### src/rtl/core_arbiter.sv
// N-master to 1-slave core-bus arbiter: round-robin grant, selection locked while the slave
// stalls, and an in-order ID FIFO that routes each response back to its issuing master.
module core_arbiter #(
  parameter int N_MASTERS = 2,
  parameter int DW        = 32,
  parameter int AW        = 32,
  parameter int MAX_OUT   = 2
) (
  input  logic                            clk,
  input  logic                            rst_n,
  input  logic [N_MASTERS-1:0]            m_req,
  output logic [N_MASTERS-1:0]            m_gnt,
  input  logic [N_MASTERS-1:0]            m_we,
  input  logic [N_MASTERS*(DW/8)-1:0]     m_be,
  input  logic [N_MASTERS*AW-1:0]         m_addr,
  input  logic [N_MASTERS*DW-1:0]         m_wdata,
  output logic [N_MASTERS-1:0]            m_rvalid,
  output logic [DW-1:0]                   m_rdata,
  output logic [N_MASTERS-1:0]            m_err,
  output logic                            s_req,
  input  logic                            s_gnt,
  output logic                            s_we,
  output logic [DW/8-1:0]                 s_be,
  output logic [AW-1:0]                   s_addr,
  output logic [DW-1:0]                   s_wdata,
  input  logic                            s_rvalid,
  input  logic [DW-1:0]                   s_rdata,
  input  logic                            s_err,
  output logic                            proto_err
);

  localparam int BW = DW / 8;
  localparam int IW = $clog2(N_MASTERS);
  localparam int PW = (MAX_OUT > 1) ? $clog2(MAX_OUT) : 1;
  localparam int CW = $clog2(MAX_OUT + 1);

  logic [IW-1:0] rr_ptr_q, rr_ptr_d;
  logic          lock_vld_q, lock_vld_d;
  logic [IW-1:0] lock_id_q, lock_id_d;
  logic [IW-1:0] fifo_q [MAX_OUT];
  logic [PW-1:0] wr_ptr_q, wr_ptr_d;
  logic [PW-1:0] rd_ptr_q, rd_ptr_d;
  logic [CW-1:0] count_q, count_d;
  logic          proto_err_q, proto_err_d;

  logic [IW-1:0] sel;
  logic [IW:0]   cand;
  logic          found;
  logic          full;
  logic          push;
  logic          pop;
  logic [IW-1:0] head;

  // Round-robin search starting at rr_ptr; a stalled request keeps its locked master.
  always_comb begin
    // NOTE: every combinational output gets a default first so no path leaves it unassigned (no latch).
    sel   = rr_ptr_q;
    cand  = '0;
    found = 1'b0;
    if (lock_vld_q) begin
      sel = lock_id_q;
    end else begin
      for (int i = 0; i < N_MASTERS; i++) begin
        cand = {1'b0, rr_ptr_q} + (IW+1)'(i);
        if (cand >= (IW+1)'(N_MASTERS)) cand = cand - (IW+1)'(N_MASTERS);
        if (!found && m_req[cand[IW-1:0]]) begin
          sel   = cand[IW-1:0];
          found = 1'b1;
        end
      end
    end
  end

  assign full    = (count_q == CW'(MAX_OUT));
  assign s_req   = rst_n & (lock_vld_q | (|m_req)) & ~full;
  assign push    = s_req & s_gnt;
  assign pop     = rst_n & s_rvalid & (count_q != '0);
  assign head    = fifo_q[rd_ptr_q];

  assign s_we    = m_we[sel];
  assign s_be    = m_be[int'(sel)*BW +: BW];
  assign s_addr  = m_addr[int'(sel)*AW +: AW];
  assign s_wdata = m_wdata[int'(sel)*DW +: DW];
  assign m_rdata = s_rdata;
  assign proto_err = proto_err_q;

  always_comb begin
    m_gnt    = '0;
    m_rvalid = '0;
    m_err    = '0;
    if (push) m_gnt[sel] = 1'b1;
    if (pop) begin
      m_rvalid[head] = 1'b1;
      m_err[head]    = s_err;
    end
  end

  always_comb begin
    rr_ptr_d    = rr_ptr_q;
    lock_vld_d  = lock_vld_q;
    lock_id_d   = lock_id_q;
    wr_ptr_d    = wr_ptr_q;
    rd_ptr_d    = rd_ptr_q;
    count_d     = count_q + CW'(push) - CW'(pop);
    proto_err_d = proto_err_q | (s_rvalid & (count_q == '0));
    if (push) begin
      rr_ptr_d   = (sel == IW'(N_MASTERS - 1)) ? '0 : sel + IW'(1);
      lock_vld_d = 1'b0;
      wr_ptr_d   = (wr_ptr_q == PW'(MAX_OUT - 1)) ? '0 : wr_ptr_q + PW'(1);
    end else if (s_req) begin
      lock_vld_d = 1'b1;
      lock_id_d  = sel;
    end
    if (pop) rd_ptr_d = (rd_ptr_q == PW'(MAX_OUT - 1)) ? '0 : rd_ptr_q + PW'(1);
  end

  // NOTE: sequential state uses non-blocking assignments so all flops update from pre-edge values.
  always_ff @(posedge clk or negedge rst_n) begin
    if (!rst_n) begin
      rr_ptr_q    <= '0;
      lock_vld_q  <= 1'b0;
      lock_id_q   <= '0;
      wr_ptr_q    <= '0;
      rd_ptr_q    <= '0;
      count_q     <= '0;
      proto_err_q <= 1'b0;
      // NOTE: the ID storage is small and must read as 0 after reset, so it is reset like any flop.
      for (int i = 0; i < MAX_OUT; i++) fifo_q[i] <= '0;
    end else begin
      rr_ptr_q    <= rr_ptr_d;
      lock_vld_q  <= lock_vld_d;
      lock_id_q   <= lock_id_d;
      wr_ptr_q    <= wr_ptr_d;
      rd_ptr_q    <= rd_ptr_d;
      count_q     <= count_d;
      proto_err_q <= proto_err_d;
      if (push) fifo_q[wr_ptr_q] <= sel;
    end
  end

endmodule
### config.mk
export PLATFORM = sky130hd
export DESIGN_NAME = core_arbiter
export DESIGN_NICKNAME = d
export VERILOG_FILES = /design/src/rtl/core_arbiter.sv
export SDC_FILE = /design/constraint.sdc
export NUM_CORES = 1
export LEC_CHECK = 0
export CORE_AREA = 2 2 112 114
export CTS_CLUSTER_SIZE = 24
export DETAILED_ROUTE_END_ITERATION = 8
export DIE_AREA = 0 0 114 116
export GPL_ROUTABILITY_DRIVEN = 0
export GPL_TIMING_DRIVEN = 0
export PLACE_DENSITY = 0.62
export SLEW_MARGIN = 25
export SYNTH_ARGS = -nofsm -noshare
export SYNTH_HDL_FRONTEND = slang
export SYNTH_SLANG_ARGS = --single-unit
### constraint.sdc
create_clock -name clk -period 2.5 [get_ports clk]
set_input_delay 0.5 -clock clk [delete_from_list [all_inputs] [get_ports clk]]
set_output_delay 0.5 -clock clk [all_outputs]
set_load 0.01 [all_outputs]
==> reports/qor.yml, run 1 <==
run_status:
  outcome: "completed"
cts:
  clockBufferDepth: 2
  path_clk_slew_ns: 0.04
  h-tree-depth: 1
  cts_tree: "done"
  ctsHoldBuffers: 0
  clock-sinks: 10
  cts-buffers-inserted: 3
  cts_root_buf: "clkbuf_16"
  clkLatencyLatePin_ns: 0.23
finish:
  syn2layout_area_growth_pct: 135
  drive_above_1_share_pct: 45.8
  num-fill-cells: 1194
  diodes: 0
  final_area_um2: 4530
  fin_nets: 601
global_route:
  met3_usage_pct: 5.91
  grt_start_max_net_pins: 14
  grt_use_total_pct: 14.1
  met1_usage_pct: 16.2
  grt-ovfl-total: 0
  gr-max-usage-layer: "met2"
  grt_pass1_vias: 2318
  grtUsageMet2_pct: 24.3
  grt_pass1_wl_um: 13900
  antenna_found_initial: 0
worst_setup_path:
  slowest_stage: "mux2_4"
  crit_path_cell_trace: "clkdlybuf4s15_2 -> inv_2 -> a21oi_2 -> o31a_1 -> buf_4 -> buf_12 -> mux2_4 -> buf_2"
  crit_fanout: 10
  crit_type: "input port to output port"
  critPathRequiredTime_ns: 2.00
  start_kind: "input port"
  crit_path_end_kind: "output port"
  critPathMaxStageDelay_ns: 0.32
  worstPathArrival_ns: 1.98
  r2r.worst_path.cells: 7
power:
  peakVddDrop_v: 0.000281
  p_per_area_nw_per_um2: 778
  p_total_mw: 3.52
  p_leak_nw: 2.16
drt:
  drt-initial-drc-count: 82
  remaining_drc_errors: 0
  antenna_left: 0
  route.vias.total: 2220
  drt_first_pass_iters: 4
  drt-total-wl_um: 10500
  avgViaCountPerCell: 3.91
  wl_per_cell_um: 18.5
logic_synthesis:
  synth-xor-area-share_pct: 2.28
  syn-num-nets: 339
  synth.area.mux_share_pct: 54.6
  synth_cell_types: 26
  avgSynthCellArea_um2: 12.0
  synth-simple-area-share_pct: 5.14
  synth_top_family_by_area: "multiplexers"
  synth_area_um2: 1920
  synth_compound_area_share_pct: 3.64
  synth-warning-count: 0
  syn_inst: 161
  yosysSeqAreaShare_pct: 13.0
  ys_ff_latch: 10
  synthAdderAreaFrac_pct: 0.650
sta:
  max_freq_mhz: 404
  hold_violations: 0
  tightest_slew_ns: 0.342
  setup_slack_ns: 0.0225
  setup_viol: 0
  min_period_ns: 2.48
  post-route-period-util_pct: 99.1
  rsz0062_at_grt: "true"
  finalSetupTns_ns: 0
  clock_skew_ns: 0.000240
  holdWs_ns: 0.244
  final_max_slew_viol_count: 0
  slew-limit-headroom_pct: 77.0
floorplanning:
  core_area_um2: 11900
  die_w_um: 114
  die-area_um2: 13200
  initial_core_util_pct: 16.2
  die_h_um: 116
  io_pins: 286
  rows: 40
placed_design:
  pre_cts_ws_ns: -0.651
  portBuffers: 253
  dp_hpwl_um: 9060
  post_dp_cell_area_um2: 4640
run:
  max-cap-violations: 0
worst_hold_path:
  hold_path.class: "input port to asynchronous set/reset pin"
## metal layers
| layer | wire length (um) | share of wire [%] | vias to the layer above |
|---|---|---|---|
| li1 | - | - | 1057 |
| met1 | 4000 | 38 | 1027 |
| met2 | 5060 | 48 | 127 |
| met3 | 1270 | 12 | 9 |
| met4 | 186 | 1.8 | 0 |
| met5 | 0 | 0 | - |
## layout by cell type, fill, tap and decap left out, drive strengths merged
cell type	count
nand2b	1
dlymetal6s2s	1
dfrtp	10
inv	2
or2	1
a21o	2
o21ai	3
clkbuf	5
mux2i	1
a21oi	1
nand2	5
nor3	2
o31ai	3
and2	2
and3	1
nand4b	1
xnor2	5
ha	1
dlygate4sd2	3
buf	111
nor2	8
clkdlybuf4s15	3
clkdlybuf4s50	178
o31a	1
mux2	70
## registers in the layout, summed over array words and instances, names as in the netlist
register and cells:
lock_vld_q 1, count_q 2, fifo_q 2, proto_err 1, rr_ptr_q 1, lock_id_q 1
rd_ptr_q 1, wr_ptr_q 1
## through the flow
stage | std cells | utilization [%]
final | 568 | 38.0
after global routing | 568 | 38.0
after global placement | 561 | 39.0
after floorplan | 161 | -
after CTS | 568 | 37.8
after detailed placement | 561 | 39.0
## final timing paths
check / slack (ns) / end / start
setup / recovery: 0.02 / s_wdata[31] / m_req[0]
max in group asynchronous: 2.02 / fifo_q[0]$_DFFE_PN0P_ / rst_n
setup reg to reg: 0.85 / count_q[1]$_DFF_PN0_ / lock_vld_q$_DFFE_PN0P_
hold reg to reg: 0.46 / proto_err$_DFF_PN0_ / proto_err$_DFF_PN0_
hold / removal: 0.24 / proto_err$_DFF_PN0_ / rst_n
min in group clk: 0.46 / proto_err$_DFF_PN0_ / proto_err$_DFF_PN0_
## layout make-up
type / instances / area, um^2 / share of cell area [%]
clock buffers: 3 / 75.1 / 1.66
multi-input cells: 108 / 1290 / 28.4
inverters: 2 / 7.51 / 0.166
well taps: 147 / 184 / 4.06
repair buffers: 258 / 2330 / 51.6
flip-flops and latches: 10 / 250 / 5.53
plain buffers: 40 / 388 / 8.57
## cell families (layout without fill, tap and decap cells)
kind of cell | count (synthesis) | after routing
xor+xnor | 5 | 5
simple gates | 21 | 21
mux | 71 | 71
buf+inv | 43 | 303
flops | 10 | 10
fa+ha+maj | 1 | 1
compound gates | 10 | 10
## where the power goes
part / leakage, nW / switching, mW / internal [mW]
clock: 0.0370 / 0.0651 / 0.206
sequential: 0.118 / 0.0577 / 0.236
combinational: 2.01 / 1.19 / 1.77
## synth_stat cells
master	n	area, um^2
inv_1	1	3.75
nor3_1	2	10.0
o31ai_1	3	22.5
buf_2	1	5.00
or2_2	1	6.26
buf_8	1	15.0
xnor2_1	5	43.8
mux2_4	67	1010
a21o_1	2	15.0
mux2i_1	1	10.0
ha_1	1	12.5
inv_2	1	3.75
buf_4	32	240
nand4b_1	1	8.76
and2_1	2	12.5
buf_12	6	120
nand2_1	5	18.8
o31a_1	1	8.76
mux2_2	3	33.8
a21oi_2	1	8.76
buf_6	1	11.3
o21ai_0	3	15.0
and3_1	1	6.26
nor2_1	8	30.0
nand2b_1	1	6.26
dfrtp_1	10	250
## worst max-delay path, delay by kind of cell
family / cells / cell delay [ns]
buffers and inverters: 5 / 0.84
muxes: 1 / 0.32
AOI/OAI and AO/OA: 2 / 0.31
## what timing repair did
item,in CTS,in global routing
endpoints found under the setup margin,76,71
buffers inserted,2,0
resized for setup,297,10
gates cloned,2,1
hold endpoints to repair,0,0
pin swaps,1,1
(Power assumes the default switching activity.)
==> run 2: changes to the inputs <==
- ABC_CLOCK_PERIOD_IN_PS: default -> 2700
- CORE_AREA: 2 2 112 114 -> 2 2 110 112
- DIE_AREA: 0 0 114 116 -> 0 0 112 114
- PLACE_DENSITY: 0.62 -> 0.64
- clock period: 2.5 -> 2.7 ns (I/O delays scaled with it)
==> reports/qor.yml, run 2 (synthesis gave the netlist of run 1 again) <==
floorplanning:
  io_pins: 286  # unchanged
  rows: 40  # unchanged
  core_area_um2: 11700  # was 11900 um^2
  initial_core_util_pct: 16.4  # was 16.2%
  die_w_um: 112  # was 114 um
  die-area_um2: 12800  # was 13200 um^2
  die_h_um: 114  # was 116 um
cts:
  ctsHoldBuffers: 0  # unchanged
  cts_tree: "done"  # unchanged
  cts_root_buf: "clkbuf_16"  # unchanged
  h-tree-depth: 1  # unchanged
  clock-sinks: 10  # unchanged
  cts-buffers-inserted: 3  # unchanged
  path_clk_slew_ns: 0.04  # about the same
  clockBufferDepth: 2  # unchanged
  clkLatencyLatePin_ns: 0.24  # was 0.23 ns
drt:
  drt_first_pass_iters: 4  # unchanged
  wl_per_cell_um: 16.9  # was 18.5 um
  route.vias.total: 2211  # was 2220
  remaining_drc_errors: 0  # unchanged
  avgViaCountPerCell: 3.88  # was 3.91
  drt-total-wl_um: 9650  # was 10500 um
  antenna_left: 0  # unchanged
  drt-initial-drc-count: 52  # was 82
run:
  max-cap-violations: 0  # unchanged
worst_setup_path:
  crit_type: "input port to output port"  # unchanged
  worstPathArrival_ns: 2.10  # was 1.98 ns
  start_kind: "input port"  # unchanged
  crit_path_end_kind: "output port"  # unchanged
  crit_fanout: 10  # unchanged
  critPathRequiredTime_ns: 2.16  # was 2.00 ns
finish:
  register_area_um2: 250  # unchanged
  reg_top3: "count_q (2), fifo_q (2)"  # unchanged
  final_common_cell: "clkdlybuf4s50_1"  # unchanged
  diodes: 0  # unchanged
  syn2layout_area_growth_pct: 145  # was 135%
  multi_input_area_um2: 1280  # was 1290 um^2
  final_cell_mix: "clkdlybuf4s50_1, mux2_4, dlygate4sd2_1"  # was clkdlybuf4s50_1, mux2_4, buf_2
  num-fill-cells: 1175  # was 1194
  drive_above_1_share_pct: 31.0  # was 45.8%
  fin_nets: 603  # was 601
power:
  p_leak_nw: 2.21  # was 2.16 nW
  p_total_mw: 3.28  # was 3.52 mW
  p_per_area_nw_per_um2: 695  # was 778 nW/um^2
  peakVddDrop_v: 0.000446  # was 0.000281 V
global_route:
  grt_pass1_vias: 2195  # was 2318
  grt_pass1_wl_um: 13700  # was 13900 um
  grt_start_max_net_pins: 14  # unchanged
  grt_use_total_pct: 13.7  # was 14.1%
  antenna_found_initial: 0  # unchanged
  grt-ovfl-total: 0  # unchanged
sta:
  final_max_slew_viol_count: 0  # unchanged
  tightest_slew_ns: 0.423  # was 0.342 ns
  hold_violations: 0  # unchanged
  setup_viol: 0  # unchanged
  clock_skew_ns: 0.00375  # was 0.000240 ns
  slew-limit-headroom_pct: 71.5  # was 77.0%
  setup_slack_ns: 0.0621  # was 0.0225 ns
  min_period_ns: 2.64
  max_freq_mhz: 379
  post-route-period-util_pct: 97.7
  rsz0062_at_grt: "true"  # unchanged
worst_hold_path:
  hold_path.class: "input port to asynchronous set/reset pin"  # unchanged
placed_design:
  pre_cts_ws_ns: -0.517  # was -0.651 ns
  portBuffers: 253  # unchanged
  dp_hpwl_um: 8080  # was 9060 um
run_status:
  outcome: "completed"  # unchanged
## run 2: final timing paths
| kind | from | endpoint | slack (ns) | depth (start not counted) |
|---|---|---|---|---|
| worst max-delay path | m_req[0] | s_addr[21] | 0.06 | 9 |
| worst min-delay path | rst_n | proto_err$_DFF_PN0_ | 0.28 | 1 |
| worst max register to register | lock_vld_q$_DFFE_PN0P_ | count_q[1]$_DFF_PN0_ | 0.97 | 7 |
| worst min register to register | proto_err$_DFF_PN0_ | proto_err$_DFF_PN0_ | 0.46 | 1 |
| max in group asynchronous | rst_n | fifo_q[1]$_DFFE_PN0P_ | 2.18 | 1 |
| min in group clk | proto_err$_DFF_PN0_ | proto_err$_DFF_PN0_ | 0.46 | 1 |
## run 2: per-layer routing
layer / vias to the layer above / global-route usage, % / share of wire, %
met3: 7 / 4.25 / 8.7
met1: 1031 / 18.0 / 41
met2: 111 / 22.7 / 49
li1: 1062 / - / -
met4: 0 / 2.36 / 0.97
met5: - / 0 / 0
## run 2: what timing repair did
action | in CTS | in global routing
setup buffers | 5 | 0
cloned | 1 | 0
gates resized for setup | 98 | 13
pin swaps | 1 | 0
setup endpoints to repair | 76 | 16
## run 2: layout make-up
class	instances	area share [%]
timing repair buffer	259	53.5
multi-input combinational	108	27.1
buffer	41	8.48
sequential	10	5.30
tap	147	3.90
clock buffer	3	1.59
inverter	2	0.159
## run 2: stage by stage
step	hold slack [ns]	TNS (ns)	cell area [um^2]	utilization, %	cells
after detailed placement	0.448	-33.52	4640	39.6	561
after global placement	0.440	-32.46	4640	39.6	561
after CTS	0.284	0	4700	40.1	570
after floorplan	0.244	0	1920	-	161
final	0.278	0	4720	40.3	570
after global routing	0.299	-0.00509	4720	40.3	570
## run 2: critical path: stages
cell and delay [ns]:
buf_2 0.11, inv_2 0.05, nor2_1 0.05, o31a_1 0.33, buf_6 0.15, buf_16 0.13
buf_12 0.14, mux2_4 0.31, dlygate4sd2_1 0.28
## run 2: power by group
part	internal, mW	total (mW)	switching [mW]
clock	0.192	0.262	0.0700
combinational	1.70	2.75	1.05
sequential	0.218	0.270	0.0519
==> run 3: changes to the inputs <==
- CELL_PAD_IN_SITES_DETAIL_PLACEMENT: default -> 2
- CELL_PAD_IN_SITES_GLOBAL_PLACEMENT: default -> 2
- CORE_AREA: 2 2 110 112 -> default
- CORE_UTILIZATION: default -> 11
- CTS_CLUSTER_DIAMETER: default -> 100
- DIE_AREA: 0 0 112 114 -> default
- PLACE_DENSITY: 0.64 -> 0.85
==> reports/qor.yml, run 3 (synthesis gave the netlist of run 1 again) <==
sta:
  hold_violations: 0  # unchanged
  setup_slack_ns: 0.105  # was 0.0621 ns
  final_max_slew_viol_count: 0  # unchanged
  max_freq_mhz: 385  # was 379 MHz
  tightest_slew_ns: 0.385  # was 0.423 ns
  slew-limit-headroom_pct: 74.1  # was 71.5%
  setup_viol: 0  # unchanged
  rsz0062_at_grt: "false"  # was true
  post-route-period-util_pct: 96.1  # was 97.7%
  min_period_ns: 2.60  # was 2.64 ns
  clock_skew_ns: 0.00610  # was 0.00375 ns
global_route:
  antenna_found_initial: 0  # unchanged
  grt_use_total_pct: 11.7  # was 13.7%
  grt_start_max_net_pins: 14  # unchanged
  grt_pass1_vias: 2604  # was 2195
  grt-ovfl-total: 0  # unchanged
  grt_pass1_wl_um: 15900  # was 13700 um
cts:
  cts_root_buf: "clkbuf_16"  # unchanged
  clock-sinks: 10  # unchanged
  h-tree-depth: 1  # unchanged
  clkLatencyLatePin_ns: 0.24  # about the same
  path_clk_slew_ns: 0.04  # about the same
  clockBufferDepth: 2  # unchanged
  cts_tree: "done"  # unchanged
  cts-buffers-inserted: 3  # unchanged
worst_setup_path:
  crit_path_end_kind: "output port"  # unchanged
  worstPathArrival_ns: 2.06  # was 2.10 ns
  endpoint: "s_addr[27]"  # was s_addr[21]
  reg2reg_setup_slack_ns: 0.89  # was 0.97 ns
  worstReg2RegEnd: "count_q[1]$_DFF_PN0_"  # unchanged
  r2r-start: "lock_vld_q$_DFFE_PN0P_"  # unchanged
  cp-startpoint: "m_req[0]"  # unchanged
  crit_fanout: 10  # unchanged
  critPathRequiredTime_ns: 2.16  # about the same
  r2r.worst_path.cells: 7  # unchanged
  crit_type: "input port to output port"  # unchanged
  start_kind: "input port"  # unchanged
finish:
  final_cells: 644  # was 570
  final_cell_mix: "clkdlybuf4s50_1, mux2_4, clkdlybuf4s15_1"  # was clkdlybuf4s50_1, mux2_4, dlygate4sd2_1
  reg_top3: "count_q (2), fifo_q (2)"  # unchanged
  fin_nets: 603  # unchanged
  final_util_pct: 29.1  # was 40.3%
  drive_above_1_share_pct: 34.4  # was 31.0%
  syn2layout_area_growth_pct: 154  # was 145%
  final_common_cell: "clkdlybuf4s50_1"  # unchanged
  diodes: 0  # unchanged
run:
  max-cap-violations: 0  # unchanged
floorplanning:
  core_area_um2: 16800  # was 11700 um^2
  die_w_um: 134  # was 112 um
  die-area_um2: 18000  # was 12800 um^2
  initial_core_util_pct: 11.4  # was 16.4%
  io_pins: 286  # unchanged
  die_h_um: 134  # was 114 um
  rows: 47  # was 40
drt:
  drt_first_pass_iters: 3  # was 4
  drt-initial-drc-count: 17  # was 52
  avgViaCountPerCell: 3.51  # was 3.88
  wl_per_cell_um: 17.7  # was 16.9 um
  remaining_drc_errors: 0  # unchanged
  drt-total-wl_um: 11400  # was 9650 um
  route.vias.total: 2258  # was 2211
  antenna_left: 0  # unchanged
power:
  p_per_area_nw_per_um2: 712  # was 695 nW/um^2
  peakVddDrop_v: 0.000254  # was 0.000446 V
  p_leak_nw: 2.21  # about the same
  p_total_mw: 3.48  # was 3.28 mW
worst_hold_path:
  hold_path.class: "input port to asynchronous set/reset pin"  # unchanged
placed_design:
  portBuffers: 253  # unchanged
  dp_hpwl_um: 9790  # was 8080 um
  placed_cells: 634  # was 561
  pre_cts_ws_ns: -0.611  # was -0.517 ns
run_status:
  outcome: "completed"  # unchanged
## run 3: through the flow
step	hold slack, ns	setup TNS, ns	area (um^2)
after floorplan	0.244	0	1920
after global placement	0.442	-35.14	4730
after detailed placement	0.444	-36.80	4730
after CTS	0.285	0	4900
after global routing	0.301	0	4890
final	0.279	0	4890
## run 3: area by class of cell
class | count | area, um^2
Multi-Input combinational cell | 108 | 1280
Clock buffer | 4 | 88.8
Sequential cell | 10 | 250
Inverter | 2 | 7.51
Tap cell | 220 | 275
Timing Repair Buffer | 259 | 2570
Buffer | 41 | 405
Fill cell | 1868 | 11900
## run 3: where the power goes
group | leakage [nW] | internal (mW) | switching, mW | total (mW)
clock | 0.0442 | 0.223 | 0.0760 | 0.299
combinational | 2.04 | 1.80 | 1.10 | 2.90
sequential | 0.118 | 0.218 | 0.0572 | 0.275
total | 2.21 | 2.24 | 1.24 | 3.48
## run 3: worst min path at each step
| stage | slack [ns] | startpoint | end | cells after the start |
|---|---|---|---|---|
| after floorplan | 0.24 | rst_n | count_q[0]$_DFF_PN0_ | 0 |
| after global placement | 0.44 | proto_err$_DFF_PN0_ | proto_err$_DFF_PN0_ | 1 |
| after detailed placement | 0.44 | proto_err$_DFF_PN0_ | proto_err$_DFF_PN0_ | 1 |
| after CTS | 0.28 | rst_n | proto_err$_DFF_PN0_ | 1 |
| after global routing | 0.30 | rst_n | proto_err$_DFF_PN0_ | 1 |
| final | 0.28 | rst_n | proto_err$_DFF_PN0_ | 1 |
## run 3: worst max-delay path: stages
cell and delay (ns):
clkbuf_2 0.10, inv_2 0.07, a21oi_2 0.07, o31a_1 0.28, buf_6 0.14, buf_16 0.14, buf_12 0.14, mux2_4 0.29
dlygate4sd2_1 0.29
## run 3: timing repair
action / CTS / global route
hold endpoints to repair: 0 / 0
hold buffers: 0 / 0
gates resized for setup: 149 / 33
cloned: 3 / 0
pin swaps: 2 / 2
setup buffers: 3 / 0
setup endpoints to repair: 76 / 63
## run 3: metal layers
metal	vias to the layer above	part of all wire (%)	GRT usage, %
li1	1062	-	-
met1	1077	35	11.6
met2	117	58	24.8
met3	2	7.1	2.38
met4	0	0.25	1.12
met5	-	0	0
